===== src/rtl/uram_accum_ctrl.sv =====
// Read-modify-write accumulator in front of a dual-port URAM.
// Port A reads the old word, port B writes {count, sum}; hazards are forwarded.
module uram_accum_ctrl #(
    parameter int DEPTH  = 65536,
    parameter int ADDR_W = 16
) (
    input  logic              clk,
    input  logic              rst,
    input  logic              upd_valid,
    output logic              upd_ready,
    input  logic [ADDR_W-1:0] upd_addr,
    input  logic [63:0]       upd_val,
    input  logic              clr_start,
    output logic              clr_busy,
    output logic              oor_err,
    output logic [ADDR_W-1:0] mem_addra,
    input  logic [71:0]       mem_douta,
    output logic [ADDR_W-1:0] mem_addrb,
    output logic              mem_web,
    output logic [71:0]       mem_dinb
);

    typedef enum logic [1:0] {CLEAR, RUN, DRAIN} state_t;

    state_t            state;
    logic [ADDR_W-1:0] clr_addr;
    logic              drain_cnt;

    logic              p1_valid;
    logic              p1_oor;
    logic [ADDR_W-1:0] p1_addr;
    logic [63:0]       p1_val;

    logic              p2_valid;
    logic [ADDR_W-1:0] p2_addr;
    logic [71:0]       p2_data;

    logic              w_valid;
    logic [ADDR_W-1:0] w_addr;
    logic [71:0]       w_data;

    logic              accept;
    logic              in_range;
    logic [71:0]       old_word;
    logic [71:0]       new_word;
    logic [7:0]        new_cnt;

    assign accept   = upd_valid && upd_ready;
    assign in_range = 32'(upd_addr) < 32'(DEPTH);

    // P2 is the write in flight; W is the write landing on the read edge
    always_comb begin
        old_word = mem_douta;
        if (p2_valid && p2_addr == p1_addr) begin
            old_word = p2_data;
        end else if (w_valid && w_addr == p1_addr) begin
            old_word = w_data;
        end
        new_cnt  = (old_word[71:64] == 8'hFF) ? 8'hFF : old_word[71:64] + 8'd1;
        new_word = {new_cnt, old_word[63:0] + p1_val};
    end

    assign mem_addra = upd_ready ? upd_addr : '0;
    assign mem_web   = ((state == CLEAR) && !rst) || p2_valid;
    assign mem_addrb = (state == CLEAR) ? clr_addr : p2_addr;
    assign mem_dinb  = (state == CLEAR) ? '0 : p2_data;

    always_ff @(posedge clk) begin
        if (rst) begin
            state     <= CLEAR;
            clr_addr  <= '0;
            drain_cnt <= 1'b0;
            upd_ready <= 1'b0;
            clr_busy  <= 1'b1;
            oor_err   <= 1'b0;
            p1_valid  <= 1'b0;
            p1_oor    <= 1'b0;
            p1_addr   <= '0;
            p1_val    <= '0;
            p2_valid  <= 1'b0;
            p2_addr   <= '0;
            p2_data   <= '0;
            w_valid   <= 1'b0;
            w_addr    <= '0;
            w_data    <= '0;
        end else begin
            p1_valid <= accept;
            p1_oor   <= !in_range;
            p1_addr  <= upd_addr;
            p1_val   <= upd_val;

            p2_valid <= p1_valid && !p1_oor;
            p2_addr  <= p1_addr;
            p2_data  <= new_word;

            w_valid  <= p2_valid;
            w_addr   <= p2_addr;
            w_data   <= p2_data;

            if (accept && !in_range) begin
                oor_err <= 1'b1;
            end

            unique case (state)
                CLEAR: begin
                    clr_addr <= clr_addr + 1'b1;
                    if (clr_addr == ADDR_W'(DEPTH - 1)) begin
                        state     <= RUN;
                        upd_ready <= 1'b1;
                        clr_busy  <= 1'b0;
                    end
                end
                RUN: begin
                    if (clr_start) begin
                        state     <= DRAIN;
                        upd_ready <= 1'b0;
                        clr_busy  <= 1'b1;
                        drain_cnt <= 1'b0;
                    end
                end
                DRAIN: begin
                    drain_cnt <= 1'b1;
                    if (drain_cnt) begin
                        state    <= CLEAR;
                        clr_addr <= '0;
                        oor_err  <= 1'b0;
                    end
                end
                default: state <= CLEAR;
            endcase
        end
    end

endmodule


===== config.mk =====
export PLATFORM = sky130hd
export DESIGN_NAME = uram_accum_ctrl
export DESIGN_NICKNAME = d
export VERILOG_FILES = /design/src/rtl/uram_accum_ctrl.sv
export SDC_FILE = /design/constraint.sdc
export NUM_CORES = 1
export LEC_CHECK = 0
export ABC_CLOCK_PERIOD_IN_PS = 17100
export BUFFER_PORTS_ARGS = -buffer_cell sky130_fd_sc_hd__buf_4
export CORE_ASPECT_RATIO = 1.75
export CORE_MARGIN = 2
export CORE_UTILIZATION = 61
export DETAILED_ROUTE_END_ITERATION = 12
export PLACE_DENSITY = 0.86
export SLEW_MARGIN = 0
export SYNTH_ARGS = -nofsm -noshare
export SYNTH_HDL_FRONTEND = slang
export SYNTH_SLANG_ARGS = --single-unit
export TNS_END_PERCENT = 50

===== constraint.sdc =====
create_clock -name clk -period 17.1 [get_ports clk]
set_clock_uncertainty 0.2 [all_clocks]
set_input_delay 0 -clock clk [delete_from_list [all_inputs] [get_ports clk]]
set_output_delay 0 -clock clk [all_outputs]
set_load 0.02 [all_outputs]

==> results of run 1 <==
area by class of cell:
cell class	instances	area, µm²
Multi-Input combinational cell	1315	8360
Sequential cell	280	5610
Fill cell	1411	4420
Timing Repair Buffer	424	3580
Clock buffer	36	708
Tap cell	304	380
Clock inverter	9	111
Inverter	21	78.8
per-stage QoR:
stage / setup slack (ps) / hold WS (ps) / std cells / util [%] / cell area, µm²
after floorplan: 11710 / -71.8 / 1709 / - / 14400
after global placement: 11010 / 12.7 / 2189 / 70.8 / 16500
after detailed placement: 10850 / 14.1 / 2189 / 70.8 / 16500
after CTS: 10810 / 0.188 / 2389 / 81.0 / 18800
after global routing: 10330 / 28.9 / 2389 / 81.0 / 18800
final: 10610 / 18.0 / 2389 / 81.0 / 18800
sequential cells by signal (all words and copies together), names as in the netlist:
register / count
clr_busy: 1
clr_addr: 16
w_valid: 1
upd_ready: 1
p2_addr: 16
drain_cnt: 1
w_data: 72
w_addr: 16
state: 2
p1_addr: 16
p2_valid: 1
p1_valid: 1
p1_val: 64
p2_data: 72
per-layer routing:
layer  global-route usage (%)  vias to the layer above  share of wire, %
met2                     65.9                      649                53
li1                         -                     6527                 -
met3                     4.53                      188               5.7
met5                        0                        -                 0
met1                     37.3                     6478                36
met4                     19.5                        0               6.1
cells in the mapped netlist (7+ instances only):
library cell	n	share of area, %
sky130_fd_sc_hd__xnor2_1	64	3.9
sky130_fd_sc_hd__a21o_1	29	1.5
sky130_fd_sc_hd__and2_1	95	4.1
sky130_fd_sc_hd__buf_1	9	0.23
sky130_fd_sc_hd__or3_1	7	0.30
sky130_fd_sc_hd__nand2_1	121	3.2
sky130_fd_sc_hd__nand3_1	25	0.87
sky130_fd_sc_hd__a22oi_1	9	0.47
sky130_fd_sc_hd__a31oi_1	10	0.43
sky130_fd_sc_hd__ha_1	71	6.2
sky130_fd_sc_hd__clkbuf_1	71	1.8
sky130_fd_sc_hd__and3_1	18	0.78
sky130_fd_sc_hd__nand4_1	29	1.3
sky130_fd_sc_hd__mux2_2	9	0.70
sky130_fd_sc_hd__o211ai_1	10	0.52
sky130_fd_sc_hd__o21ai_0	48	1.7
sky130_fd_sc_hd__xor2_1	22	1.3
sky130_fd_sc_hd__a21oi_1	163	5.7
sky130_fd_sc_hd__nor2b_1	200	8.7
sky130_fd_sc_hd__buf_2	12	0.42
sky130_fd_sc_hd__o21a_1	8	0.42
sky130_fd_sc_hd__dfxtp_1	280	39
sky130_fd_sc_hd__nor3_1	14	0.49
sky130_fd_sc_hd__mux2i_1	74	5.1
sky130_fd_sc_hd__a211oi_1	8	0.42
sky130_fd_sc_hd__inv_1	20	0.52
sky130_fd_sc_hd__nor2_1	203	5.3
cell families after synthesis:
group	after synthesis	synth area share, %
simple gates	738	26.4
compound gates	335	14.2
flops	280	38.9
buf+inv	114	3.10
xor+xnor	86	5.23
mux	83	5.84
fa+ha+maj	72	6.30
other cells	1	0.0260
repair_timing:
| action | in CTS | in global routing |
|---|---|---|
| endpoints found under the setup margin | 0 | 0 |
| endpoints found under the hold margin | 163 | 0 |
| gates resized for setup | 0 | 0 |
| hold buffers | 155 | 0 |
power by group through the flow:
stage / registers, mW / logic, mW / clock network, mW
global placement: 0.740 / 0.227 / 0
CTS: 0.728 / 0.262 / 0.579
detailed placement: 0.742 / 0.232 / 0
floorplan: 0.730 / 0.164 / 0
global route: 0.734 / 0.294 / 0.605
finish: 0.731 / 0.271 / 0.576
worst register-to-register path, delay by kind of cell, from the launching register on:
family / cells / cell delay [ps]
AND/OR/NAND/NOR: 4 / 1570
adder cells (fa/ha/maj): 1 / 390
buffers and inverters: 1 / 730
multiplexers: 2 / 650
AO/OA/AOI/OAI: 8 / 2250
flip-flops: 1 / 340
XOR/XNOR: 1 / 260
worst paths after layout:
path                                       startpoint                endpoint  slack (ps)  cells past startpoint
worst max-delay path            p1_addr[8]$_SDFF_PP0_  p2_data[60]$_SDFF_PP0_       10610                     17
worst min-delay path                    mem_douta[33]  p2_data[33]$_SDFF_PP0_          20                      6
worst max register to register  p1_addr[8]$_SDFF_PP0_  p2_data[60]$_SDFF_PP0_       10610                     17
worst min register to register    p1_valid$_SDFF_PP0_     p2_valid$_SDFF_PP0_         240                      1
==> results.md, run 1 <==
Status:
- The run finished with clean final reports.

Synth:
- The average footprint of a synthesized cell is around 8.4 µm².
- Sequential cells were found to cover around two fifths of the synthesized design area.
- Synthesis inferred between 200 and 300 register bits.
- The number of nets handed over by synthesis was a little under 2000.
- The instance count of the mapped netlist is between 1500 and 2000.
- The async set-reset flop share out of synthesis is 0%.
- The count of flip-flops with a built-in enable after synthesis is 0.
- The synthesized netlist occupies a cell area of 14400 µm².
- The Yosys warning count is 0.
- The top flip-flop cell by instance count after synthesis is sky130_fd_sc_hd__dfxtp_1.
- The count of cell types in the netlist is 70.

Job:
- The total of max-cap violations is 0.

Setup path:
- The highest cell delay on the worst timing path is slightly above 700 ps.
- The slowest stage of the critical path is the sky130_fd_sc_hd__buf_4 cell.
- The family with the most delay on the worst path is compound AO/OA/AOI/OAI gates.
- The kind of launch point of the worst setup path is a register.
- The worst setup path is of the register to register kind.
- Along the worst path, the maximum fanout reaches 39.
- The sum of buffers and inverters on the critical path is 1.
- The worst endpoint data arrival time is a little under 7000 ps.
- At the worst endpoint, the required time is roughly 17000 ps.
- Traced cell by cell, the critical path runs through xnor2_1 -> nand4_1 -> or4_4 -> nor2_8 -> buf_4 -> mux2i_1 -> a21oi_1 -> ha_1 -> a21oi_1 -> nand3b_1 -> o2bb2ai_1 -> o31ai_1 -> a31oi_1 -> o31ai_2 -> a31oi_1 -> o41ai_1 -> mux2_2.
- The worst setup path is captured at a register.

CTS:
- The tree built by TritonCTS fans out to between 200 and 300 sinks.
- The buffer depth of the longest clock path is 3.
- In this run the number of H-tree levels came out at 1.
- Post-CTS timing repair inserted 0 buffers for setup.
- At the later pin of the worst-skew pair, clock insertion delay measures about 560 ps.
- The number of clock buffers added by TritonCTS is 26.
- Clock-pin slew was measured on the worst setup and hold paths at 70 ps.
- The clock root buffer master is sky130_fd_sc_hd__clkbuf_16.
- The CTS tree is built.

Floorplan:
- The floorplan step defined a core boundary enclosing 23200 µm².
- The die covers 24900 µm².
- In this run the count of I/O pins placed on the die edge is about 260.
- The initial core utilization is roughly 62%.
- The floorplan step set the die width to about 120 µm.
- The vertical die dimension is roughly 210 µm.
- After floorplanning, the core was divided into 74 placement rows.

Power:
- In this run switching power makes up roughly 27% of total power.
- The design internal power is 1.15 mW.
- The worst-case IR drop observed on VDD is 0.0947 mV.
- In this run, the combinational gates consume ~17% of the power.
- Per report_power, the clock group accounts for a little over a third of the total.
- The power per cell area is around 84 nW/µm².
- The leakage power total is 8.32 nW.
- The switching power summed over all nets is 0.425 mW.
- The power consumption is between 1.5 and 2 mW.
- The proportion of power drawn by flip-flops and latches is between 40% and 50%.

Placed design:
- The detailed-placement wirelength estimate is ~29000 µm.
- The routability congestion estimate is roughly 0.95.
- Buffers placed on the I/O ports in this run total between 200 and 300.

Routing:
- The final antenna-violating net count is 0.
- The final layout contains routed wiring with a total length of around 45000 µm.
- For this block, the via count after detailed routing is 13800.
- The starting DRC count in detailed routing is approximately 1200.
- The pre-antenna-repair detailed-routing pass consisted of 7 iterations.
- In the final routed layout, each cell accounts on average for ~19 µm.
- The remaining routing DRC violations is 0.
- The via density per instance is between 5 and 6.

Layout:
- The post-route netlist has between 10% and 20% of its cells at a drive strength greater than 1.
- Leaving out fill and tap cells, the most frequent cells in the layout are sky130_fd_sc_hd__dfxtp_1 (280), sky130_fd_sc_hd__buf_4 (268), sky130_fd_sc_hd__nor2_1 (203), sky130_fd_sc_hd__nor2b_1 (200), sky130_fd_sc_hd__a21oi_1 (163).
- The count of inserted antenna diode cells is 0.
- At the end of the flow, the number of nets in the layout was 2296.
- Compared with the post-synthesis result, the final layout area differs by 30.6%.
- The most frequent standard cell in the layout excluding fill and tap cells is sky130_fd_sc_hd__dfxtp_1.

Global routing:
- The total grt overflow is 0.
- The via count of the first global-routing pass is around 14000.
- Entering global routing, the biggest net connects about 140 pins.
- The number of antenna violations at the first check in global routing was 0.
- Global routing used a little over a third of the available tracks across all layers.
- The first global-routing pass estimated 71100 µm of wire.

STA:
- Setup repair after global routing left no endpoint under its margin.
- For this run, the top clock speed supported by timing is approximately 150 MHz.
- The worst slew slack as a fraction of its limit is ~39%.
- Dividing the final minimum period by the clock period gives roughly 38%.
- The final number of hold-violating endpoints is 0.
- The worst-margin pin slew is 918 ps.
- The number of pins exceeding their max-slew limit in the final report is 0.
- The routed design could run at a clock period as short as between 6000 and 7000 ps.
- The final count of negative-setup-slack endpoints is 0.
- In the final timing run, aggregate negative setup slack is 0 ps.

Min path:
- The worst hold path belongs to the class input pin to register.
Note: power is estimated with default switching activity, not from simulation.
==> run 2: changes to the inputs <==
- ABC_CLOCK_PERIOD_IN_PS: 17100 -> 6300
- CORE_UTILIZATION: 61 -> 56
- PLACE_DENSITY: 0.86 -> 0.8
- clock period: 17.1 -> 6.3 ns (I/O delays scaled with it)
==> run 2 against run 1 <==
Maximum frequency rose by 17%. Sequential share of layout area shrank 0.13 points. Die area increased by 8.7%. Sequential power grew to 2.7 times the previous value. Combinational power rose to 2.7 times the previous value.
==> results.md, run 2 (synthesized netlist as in run 1, its figures left out) <==
Setup path:
- The kind of launch point of the worst setup path is a register.
- The worst endpoint data arrival time came to 5800 ps (-930 ps).
- The critical path endpoint category is a register.
- The kind of critical path is register to register.
- The required time at the worst-slack endpoint is 6530 ps (-10820 ps).
- The highest net fanout along the worst path is 20 (-49%).

Routing:
- The vias after detailed routing is 13400 (-2.9%).
- The remaining routing DRC violations is 0 (unchanged).
- The via density per instance is 5.58 (-3.7%).
- The number of detailed-routing iterations run before antenna repair came to 5 (-2).
- The starting DRC count in detailed routing is 984 (-15%).
- The final antenna-violating net count is 0 (unchanged).
- The mean routed wirelength per cell is 17.5 µm (-7.0%).
- The routed wire length is 42200 µm (-6.3%).

Floorplan:
- The overall die area is 27100 µm² (+8.7%).
- The vertical die dimension was 216 µm (+4.3%).
- The standard-cell row count is 77 (+4.1%).
- The number of placed I/O pins is 264 (unchanged).
- The area of the core is 25200 µm² (+8.6%).
- The initial core utilization is 57.1% (-4.9 points).
- The die boundary width is 125 µm (+4.2%).

Layout:
- The largest registers in the layout are p2_data x72, w_data x72, p1_val x64.
- Relative to the synthesized area, the layout overhead comes to 31.2%.
- The multi-input logic area was 8360 µm² (unchanged).
- The library cells used most frequently in the layout, excluding fill and tap cells, are sky130_fd_sc_hd__dfxtp_1 (280), sky130_fd_sc_hd__buf_4 (272), sky130_fd_sc_hd__nor2_1 (203), sky130_fd_sc_hd__nor2b_1 (200), sky130_fd_sc_hd__a21oi_1 (163).
- The count of inserted antenna diode cells is 0 (unchanged).
- The number of non-filler instances in the completed layout is 2409 (+0.84%).
- Leaving out fill and tap cells, the most frequent cell in the layout is sky130_fd_sc_hd__dfxtp_1.
- The ratio of cells with drive above 1 in the final layout is 16.1% (+0.13 points).
- The area occupied by registers is 5610 µm² (unchanged).
- The number of nets in the layout is 2304 (+0.35%).
- The number of filler instances in the final layout is 1759 (+25%).

CTS:
- The H-tree depth is 1 (unchanged).
- TritonCTS built the clock tree.
- The count of buffers added by post-CTS timing repair for setup is 0 (unchanged).
- The clock network latency to the later pin of the worst-skew pair is 550 ps (about the same).
- The number of buffers inserted by hold repair at cts came to 159 (+2.6%).
- The buffer depth of the longest clock path was 3 (unchanged).
- The root buffer cell chosen for the clock tree is sky130_fd_sc_hd__clkbuf_16.
- The number of resized instances in the post-cts repair step is 0 (unchanged).
- The clock slew at the register clock pins of the worst setup and hold paths is 70 ps (about the same).
- The clock sink total was 280 (unchanged).
- The TritonCTS buffer count is 26 (unchanged).

Global routing:
- The global-route usage over all layers is 30.4% (-4.8 points).
- The largest net degree at the start of global routing is 129 (-9.8%).
- The wire length of the first global-routing pass is 67900 µm (-4.6%).
- The via count of the first global-routing pass came to 13800 (-2.9%).
- The total grt overflow is 0 (unchanged).
- The number of antenna violations at the first check in global routing is 0 (unchanged).

Power:
- The proportion of power drawn by flip-flops and latches was 46.5% (+0.2 points).
- The share of power burned in the clock network is 36.4% (about the same).
- The design internal power is 3.12 mW (+170%).
- The combinational fraction of design power is 17.1% (about the same).
- The power per cell area is 225 nW/µm² (+170%).
- The leakage power total is 8.35 nW (+0.41%).
- The switching power summed over all nets is 1.12 mW (+160%).
- The power consumption is 4.25 mW (+170%).
- The net switching share of the total power is 26.4% (-0.53 points).
- The worst ir drop on vdd was 0.199 mV (+110%).

STA:
- The final count of negative-setup-slack endpoints was 0 (unchanged).
- The final number of hold-violating endpoints is 0 (unchanged).
- The timing-limited maximum frequency is 180 MHz (+17%).
- The worst-margin pin slew is 850 ps (-68.0 ps).
- The clock period minus worst slack is 5560 ps (-928 ps).
- The worst slew slack as a fraction of its limit was 43.3% (+4.5 points).
- Setup repair after global routing left no endpoint under its margin.
- The period utilization is 88.3% (+50 points).
- The final sum of negative setup slack came to 0 ps (unchanged).
- The number of pins exceeding their max-slew limit in the final report is 0 (unchanged).

Job:
- The total of max-cap violations was 0 (unchanged).

Min path:
- The path class of the lowest-slack min-delay path is input pin to register.

Placed design:
- The routability congestion estimate is 0.913 (-4.0%).
- The number of port buffers is 262 (unchanged).
- The number of cells after detailed placement is 2205 (+0.73%).
- The detailed-placement wirelength estimate is 27600 µm (-4.3%).

Status:
- The run finished with clean final reports.
-- run 2: cell types whose count changed in the layout (fill, tap and decap cells not counted), sizes merged --
cell         change
buf              +4
dlygate4sd3      +4
clkbuf           +2
bufinv           -1
clkinv           -1
-- run 2: layout make-up --
cell class / instances / area share [%]
Tap cell: 316 / 2.09
Clock inverter: 7 / 0.364
Sequential cell: 280 / 29.7
Clock buffer: 38 / 3.95
Multi-Input combinational cell: 1315 / 44.2
Timing Repair Buffer: 432 / 19.3
Inverter: 21 / 0.417
-- run 2: layer usage --
layer,vias up,share of wire [%],global-route usage [%]
met3,160,5.3,4.17
met2,504,52,56.8
met5,-,0,0
met1,6241,37,32.5
met4,0,5.9,17.2
li1,6538,-,-
-- run 2: final timing paths --
check | from | endpoint | slack (ps) | depth (start not counted)
setup / recovery | p1_addr[7]$_SDFF_PP0_ | p2_data[55]$_SDFF_PP0_ | 740 | 17
hold / removal | mem_douta[14] | p2_data[14]$_SDFF_PP0_ | 20 | 6
setup reg to reg | p1_addr[7]$_SDFF_PP0_ | p2_data[55]$_SDFF_PP0_ | 740 | 17
hold reg to reg | p1_valid$_SDFF_PP0_ | p2_valid$_SDFF_PP0_ | 250 | 1
-- run 2: worst max-delay path, cell delays in order (launching register included) --
cell                       delay (ps)
sky130_fd_sc_hd__dfxtp_1          400
sky130_fd_sc_hd__xnor2_1          140
sky130_fd_sc_hd__nand4_1          220
sky130_fd_sc_hd__or4_4            610
sky130_fd_sc_hd__nor2_8           150
sky130_fd_sc_hd__buf_4            360
sky130_fd_sc_hd__mux2i_1          230
sky130_fd_sc_hd__a21oi_1           80
sky130_fd_sc_hd__ha_1             350
sky130_fd_sc_hd__a21oi_1          310
sky130_fd_sc_hd__o21ai_0          250
sky130_fd_sc_hd__o21ai_0          340
sky130_fd_sc_hd__o211ai_1         230
sky130_fd_sc_hd__a211o_1          490
sky130_fd_sc_hd__a211oi_2         340
sky130_fd_sc_hd__o31ai_2          180
sky130_fd_sc_hd__a21oi_1          210
sky130_fd_sc_hd__mux2_2           350
-- run 2: power by group through the flow --
stage                     Clock, mW  Sequential (mW)  Combinational, mW
final                          1.55             1.98              0.724
after global placement            0             2.01              0.615
after floorplan                   0             1.98              0.445
after global routing           1.63             1.99              0.794
after CTS                      1.57             1.97              0.707
after detailed placement          0             2.01              0.625
-- run 2: through the flow --
| step | hold slack, ps | util, % | setup slack [ps] | area, µm² |
|---|---|---|---|---|
| after floorplan | -71.8 | - | 909 | 14400 |
| after global placement | 15.5 | 65.4 | 932 | 16500 |
| after detailed placement | 14.6 | 65.4 | 797 | 16500 |
| after CTS | 0.138 | 74.9 | 775 | 18900 |
| after global routing | 30.4 | 74.9 | 401 | 18900 |
| final | 16.2 | 74.9 | 739 | 18900 |
==> run 3: changes to the inputs <==
- ABC_CLOCK_PERIOD_IN_PS: 6300 -> 5600
- CELL_PAD_IN_SITES_DETAIL_PLACEMENT: default -> 0
- CELL_PAD_IN_SITES_GLOBAL_PLACEMENT: default -> 2
- CORE_UTILIZATION: 56 -> 33
- GPL_TIMING_DRIVEN: default -> 0
- clock period: 6.3 -> 5.6 ns (I/O delays scaled with it)
==> run 3 against run 2 <==
Total power grew 25%. First-iteration DRC count decreased by 50%. Die area up 68%. Highest routed layer is now met5. Critical path type unchanged. Critical endpoint is now p2_data[62]$_SDFF_PP0_. Register-to-register slack worse by 550 ps.
==> results.md, run 3 (synthesized netlist as in run 1, its figures left out) <==
CTS:
- The clock sink total is 280 (unchanged).
- Clock tree synthesis selected as its root buffer the cell sky130_fd_sc_hd__clkbuf_16.
- The clock network latency to the later pin of the worst-skew pair came to 580 ps (+30 ps).
- The clock slew at the register clock pins of the worst setup and hold paths came to 60 ps (about the same).
- The TritonCTS buffer count is 30 (+15%).
- The buffer depth of the longest clock path was 3 (unchanged).
- The H-tree depth is 1 (unchanged).
- The CTS tree is built.

STA:
- The final sum of negative setup slack was 0 ps (unchanged).
- The worst-margin pin slew came to 1170 ps (+323 ps).
- The final count of negative-setup-slack endpoints was 0 (unchanged).
- The timing-limited maximum frequency is 185 MHz (+2.8%).
- The period utilization came to 96.6% (+8.4 points).
- The number of pins exceeding their max-slew limit in the final report is 0 (unchanged).
- Setup repair after global routing could not meet its margin everywhere.
- The final number of hold-violating endpoints is 0 (unchanged).
- The worst slew slack as a fraction of its limit came to 21.8% (-22 points).
- The minimum setup slack in the final design is 189 ps (-550 ps).
- The clock period minus worst slack is 5410 ps (-150 ps).

Job:
- The total of max-cap violations was 0 (unchanged).

Routing:
- The starting DRC count in detailed routing is 488 (-50%).
- The remaining routing DRC violations is 0 (unchanged).
- The vias after detailed routing is 13600 (+0.94%).
- The via density per instance came to 4.86 (-13%).
- The number of detailed-routing iterations run before antenna repair is 6 (+1).
- The final antenna-violating net count came to 0 (unchanged).
- The mean routed wirelength per cell was 18.1 µm (+3.6%).
- The routed wire length came to 50700 µm (+20%).

Setup path:
- The kind of critical path is register to register.
- The cell at the slowest stage of the critical path is sky130_fd_sc_hd__or4_4.
- The highest net fanout along the worst path is 10 (-50%).
- The cell family contributing the most delay on the critical path is simple AND/OR/NAND/NOR gates.
- The kind of launch point of the worst setup path is a register.
- The required time at the worst-slack endpoint is 5870 ps (-660 ps).
- The highest cell delay on the worst timing path came to 620 ps (about the same).
- The worst endpoint data arrival time was 5680 ps (-120 ps).
- STA classifies the critical path endpoint as a register.
- Traced cell by cell, the critical path runs through xnor2_1 -> nand4_1 -> or4_4 -> nor2_8 -> buf_4 -> buf_4 -> mux2i_1 -> a21oi_1 -> ha_1 -> buf_2 -> nand4_1 -> nor4_1 -> a22oi_2 -> and3_1 -> a211oi_2 -> o211ai_1 -> a31oi_2 -> a21oi_1 -> mux2_2.
- The sum of buffers and inverters on the critical path is 3 (+2).

Placed design:
- The number of cells after detailed placement was 2537 (+15%).
- The number of port buffers is 262 (unchanged).
- The worst setup slack after placement is -2170 ps (-2970 ps).
- The detailed-placement wirelength estimate is 38500 µm (+39%).
- The routability congestion estimate is 0.901 (-1.3%).

Floorplan:
- The die boundary width is 162 µm (+29%).
- The number of placed I/O pins is 264 (unchanged).
- The standard-cell row count is 101 (+31%).
- The vertical die dimension is 280 µm (+30%).
- The initial core utilization is 33.3% (-24 points).
- The overall die area came to 45400 µm² (+68%).
- The area of the core is 43200 µm² (+71%).

Min path:
- The tightest min-delay check is of the input pin to register type.

Global routing:
- The via count of the first global-routing pass is 14000 (+1.1%).
- The number of antenna violations at the first check in global routing is 4 (+4).
- The global-route usage over all layers is 21.7% (-8.7 points).
- The total grt overflow is 0 (unchanged).
- The largest net degree at the start of global routing came to 20 (-84%).
- The wire length of the first global-routing pass is 76600 µm (+13%).

Power:
- The share of power burned in the clock network came to 41.7% (+5.3 points).
- The design internal power is 3.93 mW (+26%).
- The proportion of power drawn by flip-flops and latches is 41.6% (-4.9 points).
- The leakage power total is 8.82 nW (+5.6%).
- The power per cell area is 260 nW/µm² (+16%).
- The net switching share of the total power is 26.1% (-0.33 points).
- The worst ir drop on vdd came to 0.254 mV (+27%).
- The combinational fraction of design power is 16.6% (-0.5 points).
- The switching power summed over all nets is 1.39 mW (+24%).

Status:
- The flow ran to the end, and the final reports show no timing, DRC or antenna violations.

Layout:
- The ratio of cells with drive above 1 in the final layout was 17.5% (+1.5 points).
- The number of nets in the layout is 2433 (+5.6%).
- The count of inserted antenna diode cells came to 0 (unchanged).
- The largest registers in the layout are p2_data x72, w_data x72, p1_val x64.
- In the layout the commonest cells are sky130_fd_sc_hd__dfxtp_1 (280), sky130_fd_sc_hd__buf_4 (278), sky130_fd_sc_hd__nor2_1 (203), sky130_fd_sc_hd__nor2b_1 (200), sky130_fd_sc_hd__dlygate4sd3_1 (195).
- Leaving out fill and tap cells, the most frequent cell in the layout is sky130_fd_sc_hd__dfxtp_1.
- The final standard cell utilization of the core is 47.3% (-28 points).
- Relative to the synthesized area, the layout overhead comes to 42.0%.
- The number of filler instances in the final layout was 4318 (+150%).
- The number of non-filler instances in the completed layout is 2794 (+16%).
run 3: cell count changes in the layout (fill, tap and decap cells not counted), sizes merged:
cell         delta
buf            +19
clkbuf         +76
bufinv          +4
clkinvlp        +2
clkinv          -2
dlygate4sd3    +36
run 3: timing repair:
action / 4_1_cts / 5_1_grt
pin swaps: 7 / 9
hold endpoints to repair: 131 / 0
hold buffers: 195 / 0
setup buffers: 9 / 3
setup endpoints to repair: 52 / 15
gates resized for setup: 37 / 14
run 3: stage by stage:
| step | area, µm² | hold slack [ps] | total power, mW |
|---|---|---|---|
| after floorplan | 14400 | -71.8 | 2.73 |
| after global placement | 17100 | 15.3 | 3.00 |
| after detailed placement | 17100 | 15.4 | 3.01 |
| after CTS | 20400 | 0.899 | 5.37 |
| after global routing | 20500 | 17.4 | 5.55 |
| final | 20500 | 5.27 | 5.32 |
run 3: cell type report:
cell class	instances	area, µm²	area share [%]
well taps	566	708	3.46
clock inverters	11	194	0.948
plain buffers	88	375	1.83
clock buffers	44	915	4.47
multi-input cells	1315	8560	41.8
inverters	21	78.8	0.385
flip-flops and latches	280	5610	27.4
repair buffers	469	4020	19.7
run 3: routing by layer:
layer / part of all wire [%] / track usage, % / vias to the layer above / wire [µm]
li1: - / - / 6814 / -
met4: 2.8 / 6.67 / 6 / 1400
met2: 54 / 42.8 / 321 / 27400
met1: 38 / 23.5 / 6358 / 19500
met3: 4.7 / 3.06 / 70 / 2380
met5: 0.059 / 0 / - / 30
run 3: worst register-to-register path, delay by kind of cell, from the launching register on:
kind / cells / cell delay [ps]
flops: 1 / 410
simple gates: 6 / 1910
xor+xnor: 1 / 150
buf+inv: 3 / 580
compound gates: 6 / 1230
fa+ha+maj: 1 / 300
mux: 2 / 520
run 3: worst paths after layout:
kind                            cells after the start             startpoint  slack (ps)                     end
worst max-delay path                               19  p1_addr[7]$_SDFF_PP0_         190  p2_data[62]$_SDFF_PP0_
worst max register to register                     19  p1_addr[7]$_SDFF_PP0_         190  p2_data[62]$_SDFF_PP0_
worst min register to register                      2  clr_busy$_SDFFE_PP1P_         250   clr_busy$_SDFFE_PP1P_
worst min-delay path                                6          mem_douta[35]           5  p2_data[35]$_SDFF_PP0_
run 3: power by group through the flow:
stage | Combinational (mW) | Clock [mW] | Sequential [mW]
global route | 0.972 | 2.35 | 2.23
CTS | 0.880 | 2.28 | 2.22
detailed placement | 0.749 | 0 | 2.26
finish | 0.886 | 2.22 | 2.22
global placement | 0.745 | 0 | 2.26
floorplan | 0.500 | 0 | 2.23
